==> config.mk <==
export PLATFORM = sky130hd
export DESIGN_NAME = par8_rx_buffer_flat
export DESIGN_NICKNAME = d
export VERILOG_FILES = /design/src/rtl/par8_pkg.sv /design/src/rtl/par8_rx_buffer_if.sv /design/src/rtl/par8_sync_fifo.sv /design/src/rtl/par8_rx_buffer.sv /design/src/flat_wrapper.sv
export SDC_FILE = /design/constraint.sdc
export NUM_CORES = 1
export LEC_CHECK = 0
export CORE_ASPECT_RATIO = 0.5
export CORE_MARGIN = 3
export CORE_UTILIZATION = 45
export CTS_CLUSTER_DIAMETER = 60
export DETAILED_ROUTE_END_ITERATION = 10
export GPL_ROUTABILITY_DRIVEN = 0
export GPL_TIMING_DRIVEN = 0
export PLACE_DENSITY = 0.7
export SYNTH_ARGS = -nofsm -noshare
export SYNTH_HDL_FRONTEND = slang
export SYNTH_SLANG_ARGS = --single-unit
==> constraint.sdc <==
create_clock -name clk -period 3.6 [get_ports clk]
set_input_delay 0.36 -clock clk [delete_from_list [all_inputs] [get_ports clk]]
set_output_delay 0.36 -clock clk [all_outputs]
set_load 0.03 [all_outputs]
==> src/rtl/par8_pkg.sv <==
// par8_pkg: shared constants and helpers for the RPi 8-bit parallel receive path
package par8_pkg;
  localparam int BUS_W     = 8;
  localparam int DEPTH_DEF = 16;
  localparam int AFULL_DEF = 12;
  localparam int SYNC_DEF  = 2;
  function automatic int clog2(input int v);
    int r = 0;
    while ((1 << r) < v) r++;
    return r;
  endfunction
endpackage

==> src/rtl/par8_rx_buffer_if.sv <==
// par8_rx_buffer_if: valid/ready byte stream; master = buffer, slave = consumer (cmd_parser)
interface par8_rx_buffer_if;
  import par8_pkg::*;
  logic [BUS_W-1:0] rxd_data;
  logic             rxd_valid;
  logic             rxd_ready;
  modport master(output rxd_data, rxd_valid, input rxd_ready);
  modport slave(input rxd_data, rxd_valid, output rxd_ready);
endinterface

==> src/rtl/par8_sync_fifo.sv <==
// par8_sync_fifo: single-clock FWFT FIFO with registered head; ports push/wdata in,
// pop/rdata/rvalid out, fill_level/fill_next occupancy, full flag; async active-low reset
module par8_sync_fifo
  import par8_pkg::*;
#(
  parameter  int DEPTH = DEPTH_DEF,
  parameter  int W     = BUS_W,
  localparam int AW    = clog2(DEPTH)
) (
  input  logic          clk,
  input  logic          reset,
  input  logic          push,
  input  logic [W-1:0]  wdata,
  input  logic          pop,
  output logic [W-1:0]  rdata,
  output logic          rvalid,
  output logic [AW:0]   fill_level,
  output logic [AW:0]   fill_next,
  output logic          full
);
  logic [W-1:0]  mem [DEPTH];
  logic [AW-1:0] wptr, rptr;
  logic [AW:0]   mem_cnt;
  logic          do_pop, do_push, load;
  // fill_level counts the head register too; mem_cnt is what still sits in the RAM
  assign do_pop    = pop & rvalid;
  assign full      = fill_level == (AW+1)'(DEPTH);
  assign do_push   = push & (~full | do_pop);
  assign mem_cnt   = fill_level - (AW+1)'(rvalid);
  assign load      = (mem_cnt != '0) & (~rvalid | do_pop);
  assign fill_next = fill_level + (AW+1)'(do_push) - (AW+1)'(do_pop);
  always_ff @(posedge clk)
    if (do_push) mem[wptr] <= wdata;
  always_ff @(posedge clk or negedge reset)
    if (!reset) begin
      wptr       <= '0;
      rptr       <= '0;
      fill_level <= '0;
      rvalid     <= 1'b0;
      rdata      <= '0;
    end else begin
      wptr       <= wptr + AW'(do_push);
      rptr       <= rptr + AW'(load);
      fill_level <= fill_next;
      rvalid     <= load | (rvalid & ~do_pop);
      if (load) rdata <= mem[rptr];
    end
endmodule

==> src/rtl/par8_rx_buffer.sv <==
// par8_rx_buffer: synchronises the RPi write strobe/data, buffers bytes in a FIFO
// ports: clk, reset (async active-low), bus_clk/bus_data/bus_rnw (async RPi bus),
// rxd (valid/ready stream master), bus_busy, fill_level, overflow (sticky), clear_ovf
module par8_rx_buffer
  import par8_pkg::*;
#(
  parameter  int DEPTH       = DEPTH_DEF,
  parameter  int AFULL_LEVEL = AFULL_DEF,
  parameter  int SYNC_STAGES = SYNC_DEF,
  localparam int AW          = clog2(DEPTH)
) (
  input  logic             clk,
  input  logic             reset,
  input  logic             bus_clk,
  input  logic [BUS_W-1:0] bus_data,
  input  logic             bus_rnw,
  par8_rx_buffer_if.master rxd,
  output logic             bus_busy,
  output logic [AW:0]      fill_level,
  output logic             overflow,
  input  logic             clear_ovf
);
  // bus_clk and bus_rnw idle high out of reset so a held-high strobe is not an edge
  localparam logic [BUS_W+1:0] SYNC_RST = {2'b11, BUS_W'(0)};
  logic [BUS_W+1:0] raw, sync;
  logic [AW:0]      fill_next;
  logic             clk_prev, wr_stb, full, drop;
  assign raw = {bus_rnw, bus_clk, bus_data};
  for (genvar i = 0; i < BUS_W + 2; i++) begin : g_sync
    logic [SYNC_STAGES-1:0] sr;
    always_ff @(posedge clk or negedge reset)
      if (!reset) sr <= {SYNC_STAGES{SYNC_RST[i]}};
      else sr <= {sr[SYNC_STAGES-2:0], raw[i]};
    assign sync[i] = sr[SYNC_STAGES-1];
  end
  assign wr_stb = sync[BUS_W] & ~clk_prev & ~sync[BUS_W+1];
  assign drop   = wr_stb & full & ~(rxd.rxd_valid & rxd.rxd_ready);
  par8_sync_fifo #(.DEPTH(DEPTH), .W(BUS_W)) u_fifo (
    .clk       (clk),
    .reset     (reset),
    .push      (wr_stb),
    .wdata     (sync[BUS_W-1:0]),
    .pop       (rxd.rxd_ready),
    .rdata     (rxd.rxd_data),
    .rvalid    (rxd.rxd_valid),
    .fill_level(fill_level),
    .fill_next (fill_next),
    .full      (full)
  );
  // a new drop outranks a coincident clear
  always_ff @(posedge clk or negedge reset)
    if (!reset) begin
      clk_prev <= 1'b1;
      bus_busy <= 1'b0;
      overflow <= 1'b0;
    end else begin
      clk_prev <= sync[BUS_W];
      bus_busy <= fill_next >= (AW+1)'(AFULL_LEVEL);
      overflow <= drop | (overflow & ~clear_ovf);
    end
endmodule

==> src/flat_wrapper.sv <==
// flat-port wrapper written by rule: the top's interface ports become plain ports
module par8_rx_buffer_flat import par8_pkg::*;
#(
  parameter  int DEPTH       = DEPTH_DEF,
  parameter  int AFULL_LEVEL = AFULL_DEF,
  parameter  int SYNC_STAGES = SYNC_DEF,
  localparam int AW          = clog2(DEPTH)
)
  (clk, reset, bus_clk, bus_data, bus_rnw, bus_busy, fill_level, overflow, clear_ovf, rxd_rxd_data, rxd_rxd_valid, rxd_rxd_ready);
  par8_rx_buffer_if rxd_i ();
  input  logic clk;
  input  logic reset;
  input  logic bus_clk;
  input  logic [BUS_W-1:0] bus_data;
  input  logic bus_rnw;
  output logic bus_busy;
  output logic [AW:0] fill_level;
  output logic overflow;
  input  logic clear_ovf;
  output wire logic [$bits(rxd_i.rxd_data)-1:0] rxd_rxd_data;
  output wire logic [$bits(rxd_i.rxd_valid)-1:0] rxd_rxd_valid;
  input wire logic [$bits(rxd_i.rxd_ready)-1:0] rxd_rxd_ready;
  assign rxd_rxd_data = rxd_i.rxd_data;
  assign rxd_rxd_valid = rxd_i.rxd_valid;
  assign rxd_i.rxd_ready = rxd_rxd_ready;
  par8_rx_buffer #(.DEPTH(DEPTH), .AFULL_LEVEL(AFULL_LEVEL), .SYNC_STAGES(SYNC_STAGES)) u_core (.clk(clk), .reset(reset), .bus_clk(bus_clk), .bus_data(bus_data), .bus_rnw(bus_rnw), .rxd(rxd_i), .bus_busy(bus_busy), .fill_level(fill_level), .overflow(overflow), .clear_ovf(clear_ovf));
endmodule
# After elaboration in Yosys (flattened, before gate mapping)

Memories as Yosys holds them, arrays and structs flattened. A register that Yosys moved wholly into a read port is not among the register bits.
Cells that the tools add are included.

Bits in latches: 0
Memories kept: 1
Bits in registers: 37
Input bits: 14
Logic and storage cells: 48
Bits in writable memories: 128
Output and inout port bits: 16
Bits in read-only memories: 0

Reductions and logical operators: 2
$lt $le $gt $ge: 1
Add/sub/neg operators: 5
Multiply operators: 0
Bitwise operators: 19
Shifts and indexed selects: 0
Equality and inequality tests: 1
Div/mod/pow operators: 0
Mux-type cells: 2

Memory list:

| memory            | depth | bits a word | rd ports | clocked after Yosys merged registers in | wr ports | line                 | source |
|---|---|---|---|---|---|---|---|
| u_core.u_fifo.mem | 16    | 8           | 1        | 1                                       | 1        | par8_sync_fifo.sv:21 | `logic [W-1:0] mem [DEPTH];` |

Operators by type and width:

| operator                                            | count |
|---|---|
| subtractor 5 x 1 -> 5 bit                           | 2 |
| bitwise AND 1 bit                                   | 9 |
| adder 4 x 1 -> 4 bit                                | 2 |
| NOT 1 bit                                           | 6 |
| adder 5 x 1 -> 5 bit                                | 1 |
| == test 5 bit, second input constant                | 1 |
| >= comparator 5 x 4 -> 1 bit, second input constant | 1 |
| nonzero test 5 bit                                  | 1 |
| bitwise OR 1 bit                                    | 4 |
| two-way mux 1 bit                                   | 2 |
| logical NOT 1 bit                                   | 1 |

# Logic depth before layout (Yosys ltp)

Gate-level depths: netlist of the first run.

Depth after elaboration: 7
Gate-level depth with buffers: 15
Mapped depth without buffers: 15

# Cells and area by module

From an unflattened synthesis of the first run, not the netlist that was laid out.

Cell total of the unflattened synthesis: 334
Area, all modules: 6710.2 um2

By module, submodules not included:

| module         | seq. area each (um2) | area each (um2) | cells an instance | times used |
|---|---|---|---|---|
| par8_sync_fifo | 4394.2               | 6090.8          | 306               | 1 |
| par8_rx_buffer | 581.8                | 619.3           | 28                | 1 |

# Worst setup path after synthesis of the first run

Ideal clock, no wire load.

Kind: register to register
From: register u_core.u_fifo.fill_level[2]
To: register u_core.bus_busy
Path buffers: 0
Required time: 3.482 ns
Library setup time: 0.118 ns
Period minus slack after synthesis: 2.796 ns
Stages on the path, launching flop included: 16
Slack: 0.804 ns
Data arrival time: 2.678 ns
Path through: dfrtp_1 > inv_1 > ha_1 > nand2_1 > or4_1 > nor2b_4 > inv_1 > ha_1 > inv_1 > ha_1 > fa_1 > nand2b_1 > a21oi_1 > nor2_1 > xnor2_1 > a21o_1

Cells in the longest elaborated chain, start to end: 7

Ends and longest elaborated chain:

| element                          | line                 | source |
|---|---|---|
| from (decl)                      | par8_sync_fifo.sv:17 | `output logic [AW:0] fill_level,` |
| from (signal assigned)           | par8_sync_fifo.sv:44 | `fill_level <= fill_next;` |
| == test 5 bit                    | par8_sync_fifo.sv:27 | `assign full = fill_level == (AW+1)'(DEPTH);` |
| NOT 1 bit                        | par8_sync_fifo.sv:28 | `assign do_push = push & (~full \| do_pop);` |
| bitwise OR 1 bit                 | par8_sync_fifo.sv:28 |  |
| bitwise AND 1 bit                | par8_sync_fifo.sv:28 |  |
| adder 5 x 1 -> 5 bit (*)         | par8_sync_fifo.sv:31 | `assign fill_next = fill_level + (AW+1)'(do_push) - (AW+1)'(do_pop);` |
| subtractor 5 x 1 -> 5 bit (*)    | par8_sync_fifo.sv:31 |  |
| named net u_core.fill_next[4]    | par8_rx_buffer.sv:26 | `logic [AW:0] fill_next;` |
| >= comparator 5 x 4 -> 1 bit (*) | par8_rx_buffer.sv:58 | `bus_busy <= fill_next >= (AW+1)'(AFULL_LEVEL);` |
| to (signal assigned)             | par8_rx_buffer.sv:58 |  |
| to (decl)                        | par8_rx_buffer.sv:18 | `output logic bus_busy,` |

Mark *: on every way through the listed nets, which the timed path passes. The rest lies on a longest branch.

# Worst setup path after layout of the first run

From: register u_core.u_fifo.fill_level[3]
To: register u_core.bus_busy

Same word-level chain as after synthesis.

==> results.sh, run 1 <==
export IMPL_clock_fmax_ghz=0.3456
export IMPL_htreeDepth=4
export IMPL_critPathSlowestCell="dfrtp_1"
export IMPL_fin_nets=437
export IMPL_dp_hpwl_um=8257
export IMPL_crit_type="flop to flop"
export IMPL_io_buffers=29
export IMPL_grt_ovfl_total=0
export IMPL_numCtsBuffers=17
export IMPL_detail_route_antenna_nets=0
export IMPL_postLayoutCellArea_sq_mm=0.007933
export IMPL_first_global_vias=3398
export IMPL_fill_cells=1073
export IMPL_maxSlewViolCount=0
export IMPL_ys_flop_type="edfxtp_1"
export IMPL_path_max_fanout=6
export IMPL_skew_ns=0.008019
export IMPL_synthTopCellsByArea="edfxtp_1, dfrtp_1, mux4_2, mux4_1, ha_1"
export IMPL_clock_path_buffers=2
export IMPL_status="complete, no violations"
export IMPL_placed_area_sq_mm=0.007301
export IMPL_drt_wirelength_per_cell_um=20.05
export IMPL_cts_setup_buffers=0
export IMPL_relSlewSlack_pct=37.62
export IMPL_area_growth_syn_to_layout_pct=17.60
export IMPL_critPathLaunchType="flop"
export IMPL_hold_violations=0
export IMPL_synthesis_nets=387
export IMPL_fin_crit_sh_pct=80.36
export IMPL_ys_top_cells_by_count="edfxtp_1, dfrtp_1, nand2_1"
export IMPL_finalSetupTns_ns=0
export IMPL_pwr_density_cell_mw_per_mm2=791.6
export IMPL_ys_seq_area_share_pct=73.77
export IMPL_synth_most_common_cell="edfxtp_1"
export IMPL_async_flop_share_pct=26.01
export IMPL_drc=0
export IMPL_setup_viol=0
export IMPL_ir_drop_mv=0.4532
export IMPL_arrival_ns=3.20
export IMPL_grt_total_usage_pct=16.17
export IMPL_syn_inst=359
export IMPL_maxCapViolations=0
export IMPL_vias_per_cell=5.270
export IMPL_clk_latency_ns=0.41
export IMPL_core_sq_mm=0.01408
export IMPL_crit_required_ns=3.90
export IMPL_critPathMaxStageDelay_ns=0.46
export IMPL_die_width_um=179.1
export IMPL_n_antenna_cell=0
export IMPL_initial_core_util_pct=47.92
export IMPL_worst_slew_pin_slew_ns=0.9323
export IMPL_synth_top_area_share_pct=56.98
export IMPL_cp_cell_sequence="inv_1 > ha_1 > nand2_1 > or4_1 > nor2b_4 > inv_1 > ha_1 > inv_1 > ha_1 > fa_1 > nand2b_1 > a21oi_1 > nor2_1 > xnor2_1 > a21o_1"
export IMPL_cts_root_buf="clkbuf_16"
export IMPL_firstDrtPassIters=4
export IMPL_synth_ff_latch_count=173
export IMPL_clock_sinks=173
export IMPL_final_seq_area_sq_mm=0.004976
export IMPL_p_total_w=0.006280
export IMPL_vias=3236
export IMPL_dieArea_sq_mm=0.01658
export IMPL_min_path_type="flop to flop"
export IMPL_min_period_ns=2.893
export IMPL_synth_edf_count=128
export IMPL_path_clk_slew_ns=0.06
export IMPL_avgSynthCellArea_sq_um=18.79
export IMPL_synth_top_cell_by_area="edfxtp_1"
export IMPL_cts_tree="done"
export IMPL_rsz0062_at_grt="no"
export IMPL_ys_warn_count=0
export IMPL_ioPinCount=30
export IMPL_netlist_area_sq_mm=0.006745
export IMPL_drtIter0Drc=284
export IMPL_totalWireLength_um=12310
export IMPL_rows=30
export IMPL_grt_max_degree=26
export IMPL_antenna_found_initial=0
export IMPL_power_leakage_nw=2.842
export IMPL_ys_types=43
export IMPL_die_y_um=92.57
export IMPL_grt_pass1_wl_um=19360
export IMPL_fin_util_pct=56.36
export IMPL_multi_input_area_sq_mm=0.001632
export IMPL_layout_drive_gt1_share_pct=18.96
export IMPL_end_kind="flop"
path summary, 6_finish.rpt:
path / startpoint / end / slack [ns] / depth (start not counted)
max in group asynchronous: reset / u_core.g_sync[8].sr[0] / 2.53 / 3
worst max-delay path: u_core.u_fifo.fill_level[3] / u_core.bus_busy / 0.71 / 15
min in group asynchronous: reset / u_core.g_sync[0].sr[0] / 0.47 / 2
worst min-delay path: u_core.g_sync[7].sr[0] / u_core.g_sync[7].sr[1] / 0.35 / 0
worst min register to register: u_core.g_sync[7].sr[0] / u_core.g_sync[7].sr[1] / 0.35 / 0
worst max register to register: u_core.u_fifo.fill_level[3] / u_core.bus_busy / 0.71 / 15
area by class of cell:
cell class	count	area share [%]
multi-input combinational	163	20.57
clock buffer	22	5.978
sequential	173	62.73
clock inverter	10	1.735
inverter	10	0.4732
buffer	13	1.514
timing repair buffer	31	3.975
tap	192	3.028
layout by cell type, fill, tap and decap left out, types with 5 or more instances in the layout:
cell type,instances
inv_1,10
clkbuf_16,17
clkbuf_1,5
o21ai_1,5
dfstp_2,5
mux4_1,7
o21ai_0,8
clkdlybuf4s50_1,28
mux2i_1,16
a22oi_1,8
nor2_1,15
mux4_2,17
edfxtp_1,128
buf_6,5
nand2_1,18
dfrtp_1,40
mux2_2,5
xnor2_1,8
ha_1,13
per-stage QoR:
step	setup WS, ns	std cells	hold WS (ns)
2_1_floorplan	0.8038	359	0.06441
3_3_place_gp	0.2323	580	0.3323
3_5_place_dp	0.1386	581	0.3347
4_1_cts	0.2693	614	0.3426
5_1_grt	0.4707	614	0.3401
6_report	0.7069	614	0.3485
power breakdown:
group	internal [W]	switching [W]
Combinational	0.000909	0.00102
Sequential	0.00234	0.000151
Clock	0.00115	0.000711
flip-flops by register name (all words and copies together), names as in the netlist:
register / flops
u_core.clk_prev: 1
u_core.u_fifo.mem: 128
u_core.u_fifo.rptr: 4
u_core.overflow: 1
u_core.u_fifo.fill_level: 5
u_core.bus_busy: 1
u_core.g_sync.sr: 20
u_core.u_fifo.rvalid: 1
u_core.u_fifo.rdata: 8
u_core.u_fifo.wptr: 4
repair_timing:
| item | in CTS | in global routing |
|---|---|---|
| hold endpoints to repair | 20 | 0 |
| hold buffers | 1 | 0 |
| gates resized for setup | 0 | 0 |
critical path, delay by kind of cell (launching register included):
family,cells,cell delay [ns]
DFF,1,0.46
buffers and inverters,3,0.23
and+or+nand+nor,5,0.89
adders and majority gates,4,0.89
xor gates and xnor gates,1,0.09
AOI/OAI and AO/OA,2,0.23
cell families (layout without fill, tap and decap cells):
kind of cell               Yosys count  after routing  synth area share (%)
buffers and inverters               23             86                 2.337
AOI/OAI and AO/OA                   32             32                 3.172
adders and majority gates           14             14                 2.708
and+or+nand+nor                     59             59                 4.433
muxes                               48             48                 12.28
DFF                                173            173                 73.77
xor gates and xnor gates            10             10                 1.299
metal layers:
| metal | share of wire, % | vias to the layer above | wire (um) | GRT usage, % |
|---|---|---|---|---|
| met2 | 47 | 109 | 5760 | 25.16 |
| met5 | 0 | - | 0 | 0 |
| met1 | 45 | 1622 | 5566 | 22.82 |
| li1 | - | 1495 | - | - |
| met3 | 7.4 | 10 | 908 | 3.849 |
| met4 | 0.61 | 0 | 75 | 5.013 |
Power figures use the tool's default switching activity.
==> run 2: changes to the inputs <==
PLACE_DENSITY = 0.73   (was 0.7)
clock period = 2.46 ns   (was 3.6 ns; I/O delays follow)
==> results.sh, run 2 (same netlist as run 1, synthesis figures left out) <==
export IMPL_status="finished, violations left"
export IMPL_violations="negative setup slack"
export IMPL_vias_per_cell=5.465
export IMPL_reg2reg_slack_ns=-0.12
export IMPL_die_y_um=92.57
export IMPL_grt_max_degree=26
export IMPL_r2r_end="u_core.bus_busy"
export IMPL_top_regs="u_core.u_fifo.mem (128), u_core.g_sync.sr (20), u_core.u_fifo.rdata (8)"
export IMPL_pre_cts_ws_ns=-0.4895
export IMPL_maxSlewViolCount=0
export IMPL_path_clk_slew_ns=0.06
export IMPL_postLayoutCellArea_sq_mm=0.008104
export IMPL_clk_latency_ns=0.43
export IMPL_cts_tree="done"
export IMPL_drtIter0Drc=291
export IMPL_skew_ns=0.01024
export IMPL_drt_wirelength_per_cell_um=21.27
export IMPL_p_int_w=0.006411
export IMPL_crit_required_ns=2.78
export IMPL_setup_slack_ns=-0.1211
export IMPL_grt_ovfl_total=0
export IMPL_area_growth_syn_to_layout_pct=20.14
export IMPL_arrival_ns=2.90
export IMPL_fin_util_pct=57.57
export IMPL_antenna_found_initial=0
export IMPL_io_buffers=29
export IMPL_dp_hpwl_um=8476
export IMPL_totalWireLength_um=13280
export IMPL_n_antenna_cell=0
export IMPL_top_register="u_core.u_fifo.mem"
export IMPL_ioPinCount=30
export IMPL_seqPwrFrac_pct=38.4
export IMPL_clkPwrFrac_pct=27.6
export IMPL_dieArea_sq_mm=0.01658
export IMPL_fill_cells=1050
export IMPL_crit_type="flop to flop"
export IMPL_critPathLaunchType="flop"
export IMPL_drc=0
export IMPL_mostFrequentLayoutCell="edfxtp_1"
export IMPL_fin_crit_sh_pct=104.9
export IMPL_end_kind="flop"
export IMPL_maxCapViolations=0
export IMPL_ir_drop_mv=0.9749
export IMPL_fin_nets=447
export IMPL_multi_input_area_sq_mm=0.001754
export IMPL_placed_area_sq_mm=0.007323
export IMPL_first_global_vias=3512
export IMPL_swShare_pct=32.22
export IMPL_pwr_density_cell_mw_per_mm2=1167
export IMPL_vias=3410
export IMPL_p_comb_share_pct=34.0
export IMPL_reg2regPathDepth=15
export IMPL_clock_sinks=173
export IMPL_power_leakage_nw=2.863
export IMPL_clock_fmax_ghz=0.3874
export IMPL_worst_slew_pin_slew_ns=0.6615
export IMPL_cts_root_buf="clkbuf_16"
export IMPL_netSwitchingPower_w=0.003048
export IMPL_hold_violations=0
export IMPL_min_path_type="primary input to flop"
export IMPL_rows=30
export IMPL_htreeDepth=4
export IMPL_final_seq_area_sq_mm=0.004979
export IMPL_final_cell_mix="edfxtp_1, dfrtp_1, clkdlybuf4s50_1, nand2_1"
export IMPL_min_period_ns=2.581
export IMPL_layout_drive_gt1_share_pct=25.93
export IMPL_initial_core_util_pct=47.92
export IMPL_rsz0062_at_grt="yes"
export IMPL_startpoint="u_core.u_fifo.fill_level[2]"
export IMPL_r2r_start="u_core.u_fifo.fill_level[2]"
export IMPL_clock_path_buffers=2
export IMPL_relSlewSlack_pct=55.90
export IMPL_critPathCapture="u_core.bus_busy"
export IMPL_detail_route_antenna_nets=0
export IMPL_setup_viol=2
export IMPL_p_total_w=0.009459
export IMPL_path_max_fanout=4
export IMPL_grt_pass1_wl_um=20640
export IMPL_die_width_um=179.1
export IMPL_largest_reg_flops=128
export IMPL_grt_total_usage_pct=17.67
export IMPL_numCtsBuffers=17
export IMPL_firstDrtPassIters=5
export IMPL_core_sq_mm=0.01408
run 2: cell count changes in the layout (fill, tap and decap cells not counted), sizes merged:
cell and change:
bufinv -1, clkbuf -3, buf +10, clkinvlp +2, inv +3, clkinv -1
run 2: area by class of cell:
| type | instances | share of cell area (%) |
|---|---|---|
| flip-flops and latches | 173 | 61.43 |
| multi-input cells | 163 | 21.65 |
| clock buffers | 19 | 5.342 |
| repair buffers | 41 | 4.910 |
| well taps | 192 | 2.964 |
| clock inverters | 13 | 1.729 |
| plain buffers | 13 | 1.482 |
| inverters | 10 | 0.4941 |
run 2: timing repair:
action / CTS / global route
hold endpoints to repair: 20 / 0
hold buffers: 1 / 0
resized for setup: 8 / 23
buffers inserted: 7 / 3
endpoints found under the setup margin: 66 / 78
pin swaps: 5 / 5
run 2: metal layers:
metal,track usage (%),wire [um],up-vias
met5,0,0,-
met4,6.941,261,0
met1,25.78,5882,1710
met3,5.119,1225,22
met2,25.13,5906,172
li1,-,-,1506
run 2: how the worst min path moves through the flow:
| stage | endpoint | cells after the start | start |
|---|---|---|---|
| after floorplan | u_core.bus_busy | 0 | reset |
| after global placement | u_core.g_sync[4].sr[1] | 0 | u_core.g_sync[4].sr[0] |
| after detailed placement | u_core.g_sync[0].sr[0] | 1 | reset |
| after CTS | u_core.g_sync[8].sr[0] | 1 | bus_clk |
| after global routing | u_core.g_sync[8].sr[0] | 1 | bus_clk |
| final | u_core.g_sync[8].sr[0] | 1 | bus_clk |
run 2: critical path, cell delays in order (launching register included):
cell and delay [ns]:
dfrtp_2 0.42, inv_4 0.07, ha_4 0.12, nand2_1 0.05, or4_4 0.43, nor2b_4 0.16
inv_1 0.05, ha_1 0.13, inv_2 0.04, ha_4 0.15, fa_2 0.34, nand2b_1 0.09
a21oi_2 0.05, nor2_1 0.11, xnor2_1 0.10, a21o_1 0.15
run 2: through the flow:
| stage | setup TNS, ns | instances | hold WS (ns) |
|---|---|---|---|
| global route | -1.053 | 624 | 0.2066 |
| detailed placement | -26.69 | 581 | 0.2725 |
| floorplan | -0.2333 | 359 | -0.04959 |
| global placement | -29.46 | 580 | 0.3317 |
| finish | -0.2382 | 624 | 0.2181 |
| CTS | -9.999 | 621 | 0.2042 |
run 2: power by group through the flow:
stage                     registers, W  clock network, W  logic [W]
after floorplan                0.00387                 0    0.00185
after global placement         0.00369                 0    0.00288
after detailed placement       0.00370                 0    0.00292
after CTS                      0.00363           0.00265    0.00310
after global routing           0.00367           0.00280    0.00346
final                          0.00363           0.00261    0.00321
==> run 3: changes to the inputs <==
GPL_ROUTABILITY_DRIVEN = default   (was 0)
SKIP_CTS_REPAIR_TIMING = 1   (was default)
==> results.sh, run 3 (same netlist as run 1, synthesis figures left out) <==
export IMPL_totalWireLength_um=13410
export IMPL_fin_crit_sh_pct=108.4
export IMPL_p_int_w=0.006428
export IMPL_cts_tree="done"
export IMPL_swShare_pct=32.26
export IMPL_first_global_vias=3480
export IMPL_reg2reg_slack_ns=-0.21
export IMPL_core_sq_mm=0.01408
export IMPL_drtIter0Drc=290
export IMPL_fin_util_pct=57.80
export IMPL_critPathMaxStageDelay_ns=0.44
export IMPL_drt_wirelength_per_cell_um=21.45
export IMPL_place_congestion=0.7983
export IMPL_numCtsBuffers=17
export IMPL_cp_cell_sequence="inv_4 > ha_4 > nand2_1 > or4_4 > nor2b_4 > inv_1 > ha_1 > inv_2 > ha_4 > fa_2 > nand2b_1 > a21oi_2 > nor2_1 > xnor2_1 > a21o_1"
export IMPL_r2r_end="u_core.bus_busy"
export IMPL_fill_cells=1035
export IMPL_cts_root_buf="clkbuf_16"
export IMPL_io_buffers=29
export IMPL_die_y_um=92.57
export IMPL_die_width_um=179.1
export IMPL_vias=3417
export IMPL_top_register="u_core.u_fifo.mem"
export IMPL_clock_sinks=173
export IMPL_pwr_density_cell_mw_per_mm2=1166
export IMPL_critPathBufInv=3
export IMPL_crit_required_ns=2.78
export IMPL_initial_core_util_pct=47.92
export IMPL_clkPwrFrac_pct=27.6
export IMPL_end_kind="flop"
export IMPL_crit_type="flop to flop"
export IMPL_netSwitchingPower_w=0.003061
export IMPL_hold_path_depth=1
export IMPL_drc=0
export IMPL_min_path_type="primary input to flop"
export IMPL_p_comb_share_pct=34.0
export IMPL_crit_top_cell="ha_4"
export IMPL_p_total_w=0.009489
export IMPL_critPathSlowestCell="dfrtp_2"
export IMPL_dp_hpwl_um=8476
export IMPL_ioPinCount=30
export IMPL_ir_drop_mv=0.9540
export IMPL_status="finished, violations left"
export IMPL_relSlewSlack_pct=55.18
export IMPL_holdCritStartpoint="bus_clk"
export IMPL_rsz0062_at_grt="yes"
export IMPL_htreeDepth=4
export IMPL_mostFrequentLayoutCell="edfxtp_1"
export IMPL_vias_per_cell=5.467
export IMPL_path_max_fanout=4
export IMPL_arrival_ns=2.98
export IMPL_grt_total_usage_pct=17.53
export IMPL_violations="negative setup slack"
export IMPL_rows=30
export IMPL_layout_drive_gt1_share_pct=26.10
export IMPL_clk_latency_ns=0.43
export IMPL_reg2regPathDepth=15
export IMPL_final_cell_mix="edfxtp_1, dfrtp_1, clkdlybuf4s50_1, nand2_1"
export IMPL_antenna_found_initial=0
export IMPL_fin_nets=448
export IMPL_clock_fmax_ghz=0.3751
export IMPL_area_growth_syn_to_layout_pct=20.63
export IMPL_hold_end="u_core.g_sync[8].sr[0]"
export IMPL_top_regs="u_core.u_fifo.mem (128), u_core.g_sync.sr (20), u_core.u_fifo.rdata (8)"
export IMPL_hold_violations=0
export IMPL_firstDrtPassIters=4
export IMPL_r2r_start="u_core.u_fifo.fill_level[2]"
export IMPL_maxSlewViolCount=0
export IMPL_grt_ovfl_total=0
export IMPL_clock_path_buffers=2
export IMPL_grt_pass1_wl_um=20460
export IMPL_dieArea_sq_mm=0.01658
export IMPL_seqPwrFrac_pct=38.5
export IMPL_maxCapViolations=0
export IMPL_detail_route_antenna_nets=0
export IMPL_largest_reg_flops=128
export IMPL_critPathLaunchType="flop"
export IMPL_grt_max_degree=26
export IMPL_path_clk_slew_ns=0.06
export IMPL_power_leakage_nw=2.877
export IMPL_setup_slack_ns=-0.2062
export IMPL_worst_slew_pin_slew_ns=0.6722
export IMPL_worst_path_dominant_cell_family="simple AND/OR/NAND/NOR gates"
export IMPL_n_antenna_cell=0
export IMPL_skew_ns=0.01032
export IMPL_min_period_ns=2.666
export IMPL_setup_viol=2
==> run 3: changes by cell type in the layout (fill, tap and decap cells not counted), sizes merged <==
cell / before / now
buf: 22 / 23
==> run 3: worst max-delay path by stage <==
stage	start	end	slack [ns]	cells after the start
6_report	u_core.u_fifo.fill_level[2]	u_core.bus_busy	-0.21	15
5_1_grt	u_core.u_fifo.fill_level[2]	u_core.bus_busy	-0.33	15
4_1_cts	u_core.g_sync[8].sr[1]	u_core.u_fifo.mem[1][0]	-0.35	4
3_5_place_dp	rxd_rxd_ready	u_core.u_fifo.mem[1][4]	-0.49	6
3_3_place_gp	rxd_rxd_ready	u_core.u_fifo.mem[1][3]	-0.48	6
2_1_floorplan	u_core.u_fifo.fill_level[2]	u_core.bus_busy	-0.18	15
==> run 3: cell type report <==
class	instances	area, sq um	area share, %
buffer	13	120.1	1.476
tap	192	240.2	2.952
sequential	173	4979	61.19
clock buffer	19	432.9	5.321
clock inverter	13	140.1	1.722
multi-input combinational	163	1752	21.53
timing repair buffer	42	430.4	5.290
inverter	10	42.54	0.5228
==> run 3: worst register-to-register path, stage by stage (launching register included) <==
cell and delay [ns]:
dfrtp_2 0.44, inv_4 0.08, ha_4 0.12, nand2_1 0.06, or4_4 0.42, nor2b_4 0.15
inv_1 0.05, ha_1 0.13, inv_2 0.04, ha_4 0.16, fa_2 0.36, nand2b_1 0.10
a21oi_2 0.05, nor2_1 0.13, xnor2_1 0.10, a21o_1 0.16
==> run 3: metal layers <==
metal	vias to the layer above	part of all wire, %	global-route usage [%]	wire, um
met4	0	1.5	6.941	207
li1	1512	-	-	-
met5	-	0	0	0
met1	1728	44	25.53	5963
met3	17	9.1	5.119	1217
met2	160	45	24.94	6018
==> run 3: stage by stage <==
step	cell area [sq um]	setup slack [ns]	TNS [ns]	instances	hold WS, ns
2_1_floorplan	6770	-0.1839	-0.2333	359	-0.04959
3_3_place_gp	7301	-0.4821	-29.46	580	0.3317
3_5_place_dp	7323	-0.4895	-26.69	581	0.2725
5_1_grt	8137	-0.3290	-2.393	625	0.2066
6_report	8137	-0.2062	-0.3950	625	0.2163
4_1_cts	7896	-0.3512	-15.18	613	-0.1864
==> run 3: power by group through the flow <==
stage / Clock [W] / Combinational [W] / Sequential, W
detailed placement: 0 / 0.00292 / 0.00370
global placement: 0 / 0.00288 / 0.00369
floorplan: 0 / 0.00185 / 0.00387
finish: 0.00262 / 0.00322 / 0.00365
global route: 0.00280 / 0.00348 / 0.00369
CTS: 0.00265 / 0.00295 / 0.00364
